## src/rtl/lsu_pkg.sv

```systemverilog
// Shared LSU definitions: AXI response codes, read-collector state encoding
// and the default read-beat widths.
package lsu_pkg;

  localparam logic [1:0] AXI_RESP_OKAY   = 2'b00;
  localparam logic [1:0] AXI_RESP_EXOKAY = 2'b01;
  localparam logic [1:0] AXI_RESP_SLVERR = 2'b10;
  localparam logic [1:0] AXI_RESP_DECERR = 2'b11;

  localparam int unsigned LSU_DATA_WIDTH = 64;
  localparam int unsigned LSU_ID_WIDTH   = 8;

  typedef enum logic [1:0] {
    COL_IDLE    = 2'd0,
    COL_COLLECT = 2'd1,
    COL_DRAIN   = 2'd2,
    COL_DONE    = 2'd3
  } col_state_e;

endpackage

```

## src/rtl/rd_collect_fifo.sv

```systemverilog
// Generic synchronous FIFO with wrapping pointers; full/empty come from a
// separate occupancy count one bit wider than the pointers.
module rd_collect_fifo #(
  parameter int unsigned WIDTH = 8,
  parameter int unsigned DEPTH = 4
) (
  input  logic                     clk,
  input  logic                     rst_n,
  input  logic                     push_i,
  input  logic [WIDTH-1:0]         din_i,
  input  logic                     pop_i,
  output logic [WIDTH-1:0]         dout_o,
  output logic                     full_o,
  output logic                     empty_o,
  output logic [$clog2(DEPTH):0]   count_o
);

  localparam int unsigned AW = $clog2(DEPTH);
  localparam int unsigned CW = AW + 1;

  logic [WIDTH-1:0] mem_q [DEPTH];
  logic [AW-1:0]    wr_ptr_q, rd_ptr_q;
  logic [CW-1:0]    count_q;
  logic             do_push, do_pop;

  assign full_o  = (count_q == CW'(DEPTH));
  assign empty_o = (count_q == '0);
  assign count_o = count_q;
  assign dout_o  = mem_q[rd_ptr_q];
  assign do_push = push_i & ~full_o;
  assign do_pop  = pop_i & ~empty_o;

  always_ff @(posedge clk or negedge rst_n) begin
    if (!rst_n) begin
      wr_ptr_q <= '0;
      rd_ptr_q <= '0;
      count_q  <= '0;
      for (int i = 0; i < int'(DEPTH); i++) mem_q[i] <= '0;
    end else begin
      if (do_push) begin
        mem_q[wr_ptr_q] <= din_i;
        wr_ptr_q        <= wr_ptr_q + AW'(1);
      end
      if (do_pop) rd_ptr_q <= rd_ptr_q + AW'(1);
      case ({do_push, do_pop})
        2'b10:   count_q <= count_q + CW'(1);
        2'b01:   count_q <= count_q - CW'(1);
        default: count_q <= count_q;
      endcase
    end
  end

endmodule

```

## src/rtl/lsu_rd_collect.sv

```systemverilog
// Collects a descriptor's worth of AXI read beats into a small FIFO, tags the
// final beat and reports one completion pulse with sticky error.
module lsu_rd_collect
  import lsu_pkg::*;
#(
  parameter int unsigned DATA_WIDTH = LSU_DATA_WIDTH,
  parameter int unsigned ID_WIDTH   = LSU_ID_WIDTH,
  parameter int unsigned DEPTH      = 4,
  parameter int unsigned CNT_WIDTH  = 8
) (
  input  logic                  clk,
  input  logic                  rst_n,
  input  logic                  ld_req_vld,
  output logic                  ld_req_rdy,
  input  logic [CNT_WIDTH-1:0]  ld_req_beats,
  input  logic [ID_WIDTH-1:0]   axi_lsu_rid,
  input  logic [DATA_WIDTH-1:0] axi_lsu_rdata,
  input  logic [1:0]            axi_lsu_rresp,
  input  logic                  axi_lsu_rlast,
  input  logic                  axi_lsu_rvld,
  output logic                  lsu_axi_rrdy,
  output logic                  out_vld,
  input  logic                  out_rdy,
  output logic [DATA_WIDTH-1:0] out_data,
  output logic [ID_WIDTH-1:0]   out_id,
  output logic                  out_burst_last,
  output logic                  out_last,
  output logic                  done_vld,
  output logic                  done_err,
  output logic                  busy
);

  localparam int unsigned EW  = DATA_WIDTH + ID_WIDTH + 2;
  localparam int unsigned FCW = $clog2(DEPTH) + 1;

  col_state_e           state_q, state_d;
  logic [CNT_WIDTH-1:0] beats_q, beats_d;
  logic [CNT_WIDTH-1:0] cnt_q, cnt_d;
  logic                 err_q, err_d;
  logic                 accept, pop, desc_last, beat_err;
  logic                 fifo_full, fifo_empty;
  logic [FCW-1:0]       fifo_count;
  logic [EW-1:0]        fifo_din, fifo_dout;

  // Upstream ready depends only on registered state and FIFO occupancy.
  assign lsu_axi_rrdy = (state_q == COL_COLLECT) & ~fifo_full;
  assign accept       = axi_lsu_rvld & lsu_axi_rrdy;
  assign out_vld      = ~fifo_empty;
  assign pop          = out_vld & out_rdy;
  assign desc_last    = (cnt_q == (beats_q - CNT_WIDTH'(1)));
  assign beat_err     = (axi_lsu_rresp == AXI_RESP_SLVERR) ||
                        (axi_lsu_rresp == AXI_RESP_DECERR);

  assign fifo_din = {axi_lsu_rdata, axi_lsu_rid, axi_lsu_rlast, desc_last};
  assign {out_data, out_id, out_burst_last, out_last} = fifo_dout;

  rd_collect_fifo #(
    .WIDTH (EW),
    .DEPTH (DEPTH)
  ) u_fifo (
    .clk     (clk),
    .rst_n   (rst_n),
    .push_i  (accept),
    .din_i   (fifo_din),
    .pop_i   (pop),
    .dout_o  (fifo_dout),
    .full_o  (fifo_full),
    .empty_o (fifo_empty),
    .count_o (fifo_count)
  );

  always_ff @(posedge clk or negedge rst_n) begin
    if (!rst_n) begin
      state_q <= COL_IDLE;
      beats_q <= '0;
      cnt_q   <= '0;
      err_q   <= 1'b0;
    end else begin
      state_q <= state_d;
      beats_q <= beats_d;
      cnt_q   <= cnt_d;
      err_q   <= err_d;
    end
  end

  always_comb begin
    state_d    = state_q;
    beats_d    = beats_q;
    cnt_d      = cnt_q;
    err_d      = err_q;
    ld_req_rdy = 1'b0;
    done_vld   = 1'b0;
    done_err   = 1'b0;
    busy       = 1'b1;
    case (state_q)
      COL_IDLE: begin
        busy       = 1'b0;
        ld_req_rdy = 1'b1;
        if (ld_req_vld) begin
          beats_d = ld_req_beats;
          cnt_d   = '0;
          err_d   = 1'b0;
          state_d = (ld_req_beats != '0) ? COL_COLLECT : COL_DONE;
        end
      end
      COL_COLLECT: begin
        if (accept) begin
          if (beat_err) err_d = 1'b1;
          // Counter holds at beats-1; the final accept moves on to drain.
          if (desc_last) state_d = COL_DRAIN;
          else           cnt_d   = cnt_q + CNT_WIDTH'(1);
        end
      end
      COL_DRAIN: begin
        if (pop && (fifo_count == FCW'(1))) state_d = COL_DONE;
      end
      COL_DONE: begin
        done_vld = 1'b1;
        done_err = err_q;
        state_d  = COL_IDLE;
      end
      default: state_d = COL_IDLE;
    endcase
  end

endmodule

```

## config.mk

```make
export PLATFORM = sky130hd
export DESIGN_NAME = lsu_rd_collect
export DESIGN_NICKNAME = d
export VERILOG_FILES = /design/src/rtl/lsu_pkg.sv /design/src/rtl/rd_collect_fifo.sv /design/src/rtl/lsu_rd_collect.sv
export SDC_FILE = /design/constraint.sdc
export NUM_CORES = 1
export LEC_CHECK = 0
export ABC_AREA = 1
export BUFFER_PORTS_ARGS = -buffer_cell sky130_fd_sc_hd__buf_2
export CORE_AREA = 2 2 130 227
export DETAILED_ROUTE_END_ITERATION = 7
export DIE_AREA = 0 0 132 229
export PLACE_DENSITY = 0.86
export SETUP_SLACK_MARGIN = 0.2
export SLEW_MARGIN = 10
export SYNTH_ARGS = -nofsm -noshare
export SYNTH_HDL_FRONTEND = slang
export SYNTH_SLANG_ARGS = --single-unit
```

## constraint.sdc

```tcl
create_clock -name clk -period 1.8 [get_ports clk]
set_input_delay 0.18 -clock clk [delete_from_list [all_inputs] [get_ports clk]]
set_output_delay 0.18 -clock clk [all_outputs]
set_load 0.1 [all_outputs]
```

==> run_results.csv, run 1 <==
group,metric,value,unit
floorplan,die_y,229,µm
logic_synthesis,synth_area_leaders,"dfrtp_1, nand2_1, o21ai_0, nor2_1, o22ai_1",
logic_synthesis,ys_seq_area_frac,0.545,
status,failed_stage,"5_1_grt",
logic_synthesis,synth_area_leader_cell,"dfrtp_1",
logic_synthesis,synth_edf_count,0,
logic_synthesis,syn_area,14800,µm²
place,postPlaceCellArea,19600,µm²
floorplan,rows,82,
clocking,cts.path.max_buffers,3,
logic_synthesis,synth_async_sr_flop_share,1.00,
logic_synthesis,synth.ff_latch_count,322,
floorplan,start_util,0.521,
timing,worst_endpoint,"out_data[61]",
floorplan,die_w,132,µm
floorplan,ios,168,
logic_synthesis,yosys-top-cells-count,"nand2_1, dfrtp_1, nor2_1, o21ai_0, o22ai_1",
place,place_congestion,0.871,
logic_synthesis,synthDistinctLibCells,27,
logic_synthesis,yosys.cell_count.top_type,"nand2_1",
logic_synthesis,syn_avg_cell_area,7.78,µm²
logic_synthesis,synth_cells,1903,
status,run_status,"aborted with a tool error",
place,dp_hpwl,29300,µm
status,error_line,"[ERROR GRT-0232] Routing congestion too high. Check the congestion heatmap in the GUI.",
logic_synthesis,yosysWarningCount,0,
logic_synthesis,synth_nets,2006,
global_route,overflow,164,
clocking,cts_max_level,1,
global_route,grtUsageTotal,0.775,
logic_synthesis,yosysTopAreaCellShare,0.545,
logic_synthesis,synth_flop_cell,"dfrtp_1",
clocking,cts_made_buffers,30,
clocking,clkSinkCount,322,
global_route,grt_max_degree,63,
place,io_buffers,166,
timing,worst_path_end_type,"top-level output",
clocking,root_buffer,"clkbuf_16",
per-layer routing:
metal  track usage  GRT overflow
met1         0.767             2
met2         0.953            85
met3         0.603             5
met4         0.815            71
met5         0.141             1
cell families after synthesis:
| kind of cell | Yosys count | synth area share |
|---|---|---|
| DFF | 322 | 0.545 |
| AOI/OAI and AO/OA | 243 | 0.0905 |
| and+or+nand+nor | 1158 | 0.298 |
| xor gates and xnor gates | 16 | 0.00947 |
| buffers and inverters | 146 | 0.0420 |
| muxes | 3 | 0.00228 |
| adders and majority gates | 15 | 0.0127 |
through the flow:
step | instances | hold slack, ns | utilization | worst slack [ns] | TNS, ns
floorplan | 1903 | -0.116 | - | -0.409 | -108.02
detailed placement | 2407 | 0.119 | 0.688 | -0.0821 | -4.08
CTS | 2609 | 0.00130 | 0.825 | -0.474 | -34.14
global placement | 2407 | 0.116 | 0.688 | -0.0303 | -0.169
timing repair:
item / 4_1_cts
pin swaps: 76
cloned: 31
setup endpoints to repair: 389
gates resized for setup: 345
setup buffers: 33
endpoints found under the hold margin: 569
hold buffers: 83
==> run 2, diff against run 1 <==
- CORE_AREA: 2 2 130 227 -> 2 2 196 198
- DIE_AREA: 0 0 132 229 -> 0 0 198 200
- PLACE_DENSITY: 0.86 -> unset
- PLACE_DENSITY_LB_ADDON: unset -> 0.15
- SETUP_SLACK_MARGIN: 0.2 -> unset
- clock period: 1.8 -> 2.3 ns (I/O delays scaled with it)
==> run 2 against run 1 <==
Net effect:
- the flow now finishes without violations
- synthesized cell count stayed put
- synthesized area stayed put
==> run_results.csv, run 2 <==
group,metric,value,unit
status,run_status,"complete, no violations",
floorplan,die_y,200,µm
critical_path,r2r-start,"beats_q[0]",
cells_and_area,regArea,8060,µm²
global_route,overflow,0,
critical_path,rrSetupSlack,0.24,ns
logic_synthesis,yosys-top-cells-count,"nand2_1, dfrtp_1, nor2_1, o21ai_0, o22ai_1",
cells_and_area,multi_input_area,7130,µm²
cells_and_area,drive_gt1_frac,0.183,
floorplan,die_w,198,µm
critical_path,regToRegEndpoint,"state_q[1]",
timing,drv_slew,0,
drt,viasPerCell,5.10,
timing,maxSlewHeadroom,0.655,
logic_synthesis,synth_flop_cell,"dfrtp_1",
logic_synthesis,synth_async_sr_flop_share,1.00,
place,place_congestion,0.812,
logic_synthesis,synth.ff_latch_count,322,
floorplan,start_util,0.396,
logic_synthesis,synth_area_leader_cell,"dfrtp_1",
timing,worst_slew_pin_slew,0.517,ns
clocking,cts.path.max_buffers,3,
clocking,clkSinkCount,322,
drt,ant_nets,0,
timing,setup_viol,0,
critical_path,crit_end,"out_data[13]",
logic_synthesis,synth_edf_count,0,
critical_path,worstSetupPathType,"flip-flop to output port",
logic_synthesis,synth_cells,1903,
place,dp_hpwl,26200,µm
critical_path,startpoint_type,"flip-flop",
clocking,cts_made_buffers,37,
timing,finalHoldViolCount,0,
logic_synthesis,syn_avg_cell_area,7.78,µm²
floorplan,core_area,37400,µm²
logic_synthesis,yosysWarningCount,0,
drt,drt_pre_antenna_iters,5,
run,maxCapViolCount,0,
floorplan,ios,168,
logic_synthesis,synthDistinctLibCells,27,
critical_path,cp.arrival,2.05,ns
timing,skew,0.00859,ns
critical_path,worstPathRequired,2.07,ns
logic_synthesis,synth_nets,2006,
place,io_buffers,166,
drt,vias,13595,
cells_and_area,layout-area-overhead-vs-synth,39.3,%
global_route,grt_pass1_wl,73900,µm
clocking,clk_pin_slew,0.06,ns
drt,drtIter0Drc,1062,
cells_and_area,layout_commonest_cell,"nand2_1",
place,place_inst,2514,
logic_synthesis,ys_seq_area_frac,0.545,
logic_synthesis,yosys.cell_count.top_type,"nand2_1",
floorplan,rows,71,
global_route,antenna_found_initial,2,
cells_and_area,final_nets,2235,
timing,max_clock_freq,438,MHz
floorplan,dieArea,39600,µm²
cells_and_area,top_regs,"u_fifo.mem_q x296, beats_q x8, cnt_q x8",
clocking,cts_max_level,2,
critical_path,cp_max_fo,17,
critical_path,critPathLaunch,"u_fifo.rd_ptr_q[0]",
hold_path,whs_path_depth,3,
clocking,cts_tree,"built",
drt,wl,47200,µm
hold_path,hold_class,"input pin to flip-flop",
drt,avgRoutedWirePerCell,17.7,µm
timing,grt_setup_unrepaired,"yes",
global_route,grt_pass1_vias,13768,
global_route,grtUsageTotal,0.237,
logic_synthesis,synth_area_leaders,"dfrtp_1, nand2_1, o21ai_0, nor2_1, o22ai_1",
clocking,root_buffer,"clkbuf_16",
cells_and_area,nFillCells,3431,
cells_and_area,finalNonFillerCells,2665,
critical_path,end_kind,"output port",
logic_synthesis,syn_area,14800,µm²
timing,final.min_clock_period,2.28,ns
logic_synthesis,yosysTopAreaCellShare,0.545,
cells_and_area,final_cell_mix,"nand2_1, dfrtp_1, nor2_1",
clocking,clk_latency,0.52,ns
cells_and_area,largest_register_ffs,296,
critical_path,reg2regPathDepth,13,
cells_and_area,max_flop_register,"u_fifo.mem_q",
timing,fin_crit_sh,0.992,
global_route,grt_max_degree,81,
drt,drc,0,
-- run 2: final cells by class --
class | instances | share of cell area
inverters | 37 | 0.00777
repair inverters | 1 | 0.000425
diodes | 2 | 0.000243
clock buffers | 54 | 0.0514
clock inverters | 5 | 0.00121
well taps | 511 | 0.0310
repair buffers | 298 | 0.171
multi-input cells | 1435 | 0.346
flip-flops and latches | 322 | 0.391
-- run 2: worst max-delay path, stage by stage, from the launching register on --
cell	delay (ns)
dfrtp_4	0.52
buf_4	0.24
clkbuf_16	0.24
nor2_1	0.07
o22ai_2	0.23
buf_12	0.22
-- run 2: kinds of logic (layout without fill, tap and decap cells) --
family | Yosys count | after routing | synth area share
AO/OA/AOI/OAI | 243 | 243 | 0.0905
XOR/XNOR | 16 | 16 | 0.00947
adder cells (fa/ha/maj) | 15 | 15 | 0.0127
buffers and inverters | 146 | 395 | 0.0420
flip-flops | 322 | 322 | 0.545
multiplexers | 3 | 3 | 0.00228
other | 0 | 2 | 0
AND/OR/NAND/NOR | 1158 | 1158 | 0.298
-- run 2: routing by layer --
layer	vias to the layer above	GRT usage	wire (µm)	share of wire
li1	6439	-	-	-
met1	6667	0.314	20600	0.44
met2	427	0.410	23200	0.49
met3	62	0.0360	2590	0.055
met4	0	0.0579	801	0.017
met5	-	0	0	0
-- run 2: stage by stage --
| stage | TNS [ns] | util | hold WS, ns | area [µm²] | setup slack (ns) |
|---|---|---|---|---|---|
| floorplan | -0.00123 | - | -0.0656 | 15800 | -0.000632 |
| global placement | 0 | 0.494 | 0.228 | 18500 | 0.272 |
| detailed placement | 0 | 0.494 | 0.225 | 18500 | 0.267 |
| CTS | -0.204 | 0.546 | 0.00306 | 20400 | -0.0315 |
| global route | -0.416 | 0.551 | 0.0147 | 20600 | -0.0586 |
| finish | 0 | 0.551 | 0.0225 | 20600 | 0.0190 |
-- run 2: repair_timing --
item / 4_1_cts / 5_1_grt
gates resized for setup: 6 / 70
setup endpoints to repair: 65 / 66
hold buffers: 82 / 0
endpoints found under the hold margin: 347 / 0
gates cloned: 0 / 6
buffers inserted: 0 / 2
-- run 2: how the worst min path moves through the flow --
| stage | startpoint | to | slack, ns |
|---|---|---|---|
| 2_1_floorplan | rst_n | beats_q[0] | -0.07 |
| 3_3_place_gp | rst_n | u_fifo.mem_q[100] | 0.23 |
| 3_5_place_dp | rst_n | u_fifo.mem_q[241] | 0.23 |
| 4_1_cts | ld_req_beats[0] | beats_q[0] | 0.003 |
| 5_1_grt | ld_req_beats[0] | beats_q[0] | 0.01 |
| 6_report | ld_req_beats[0] | beats_q[0] | 0.02 |
Power of run 2 is left out: the tool's default activity adds up to more than one toggle a clock period on the data nets, which glitch-free logic cannot reach.
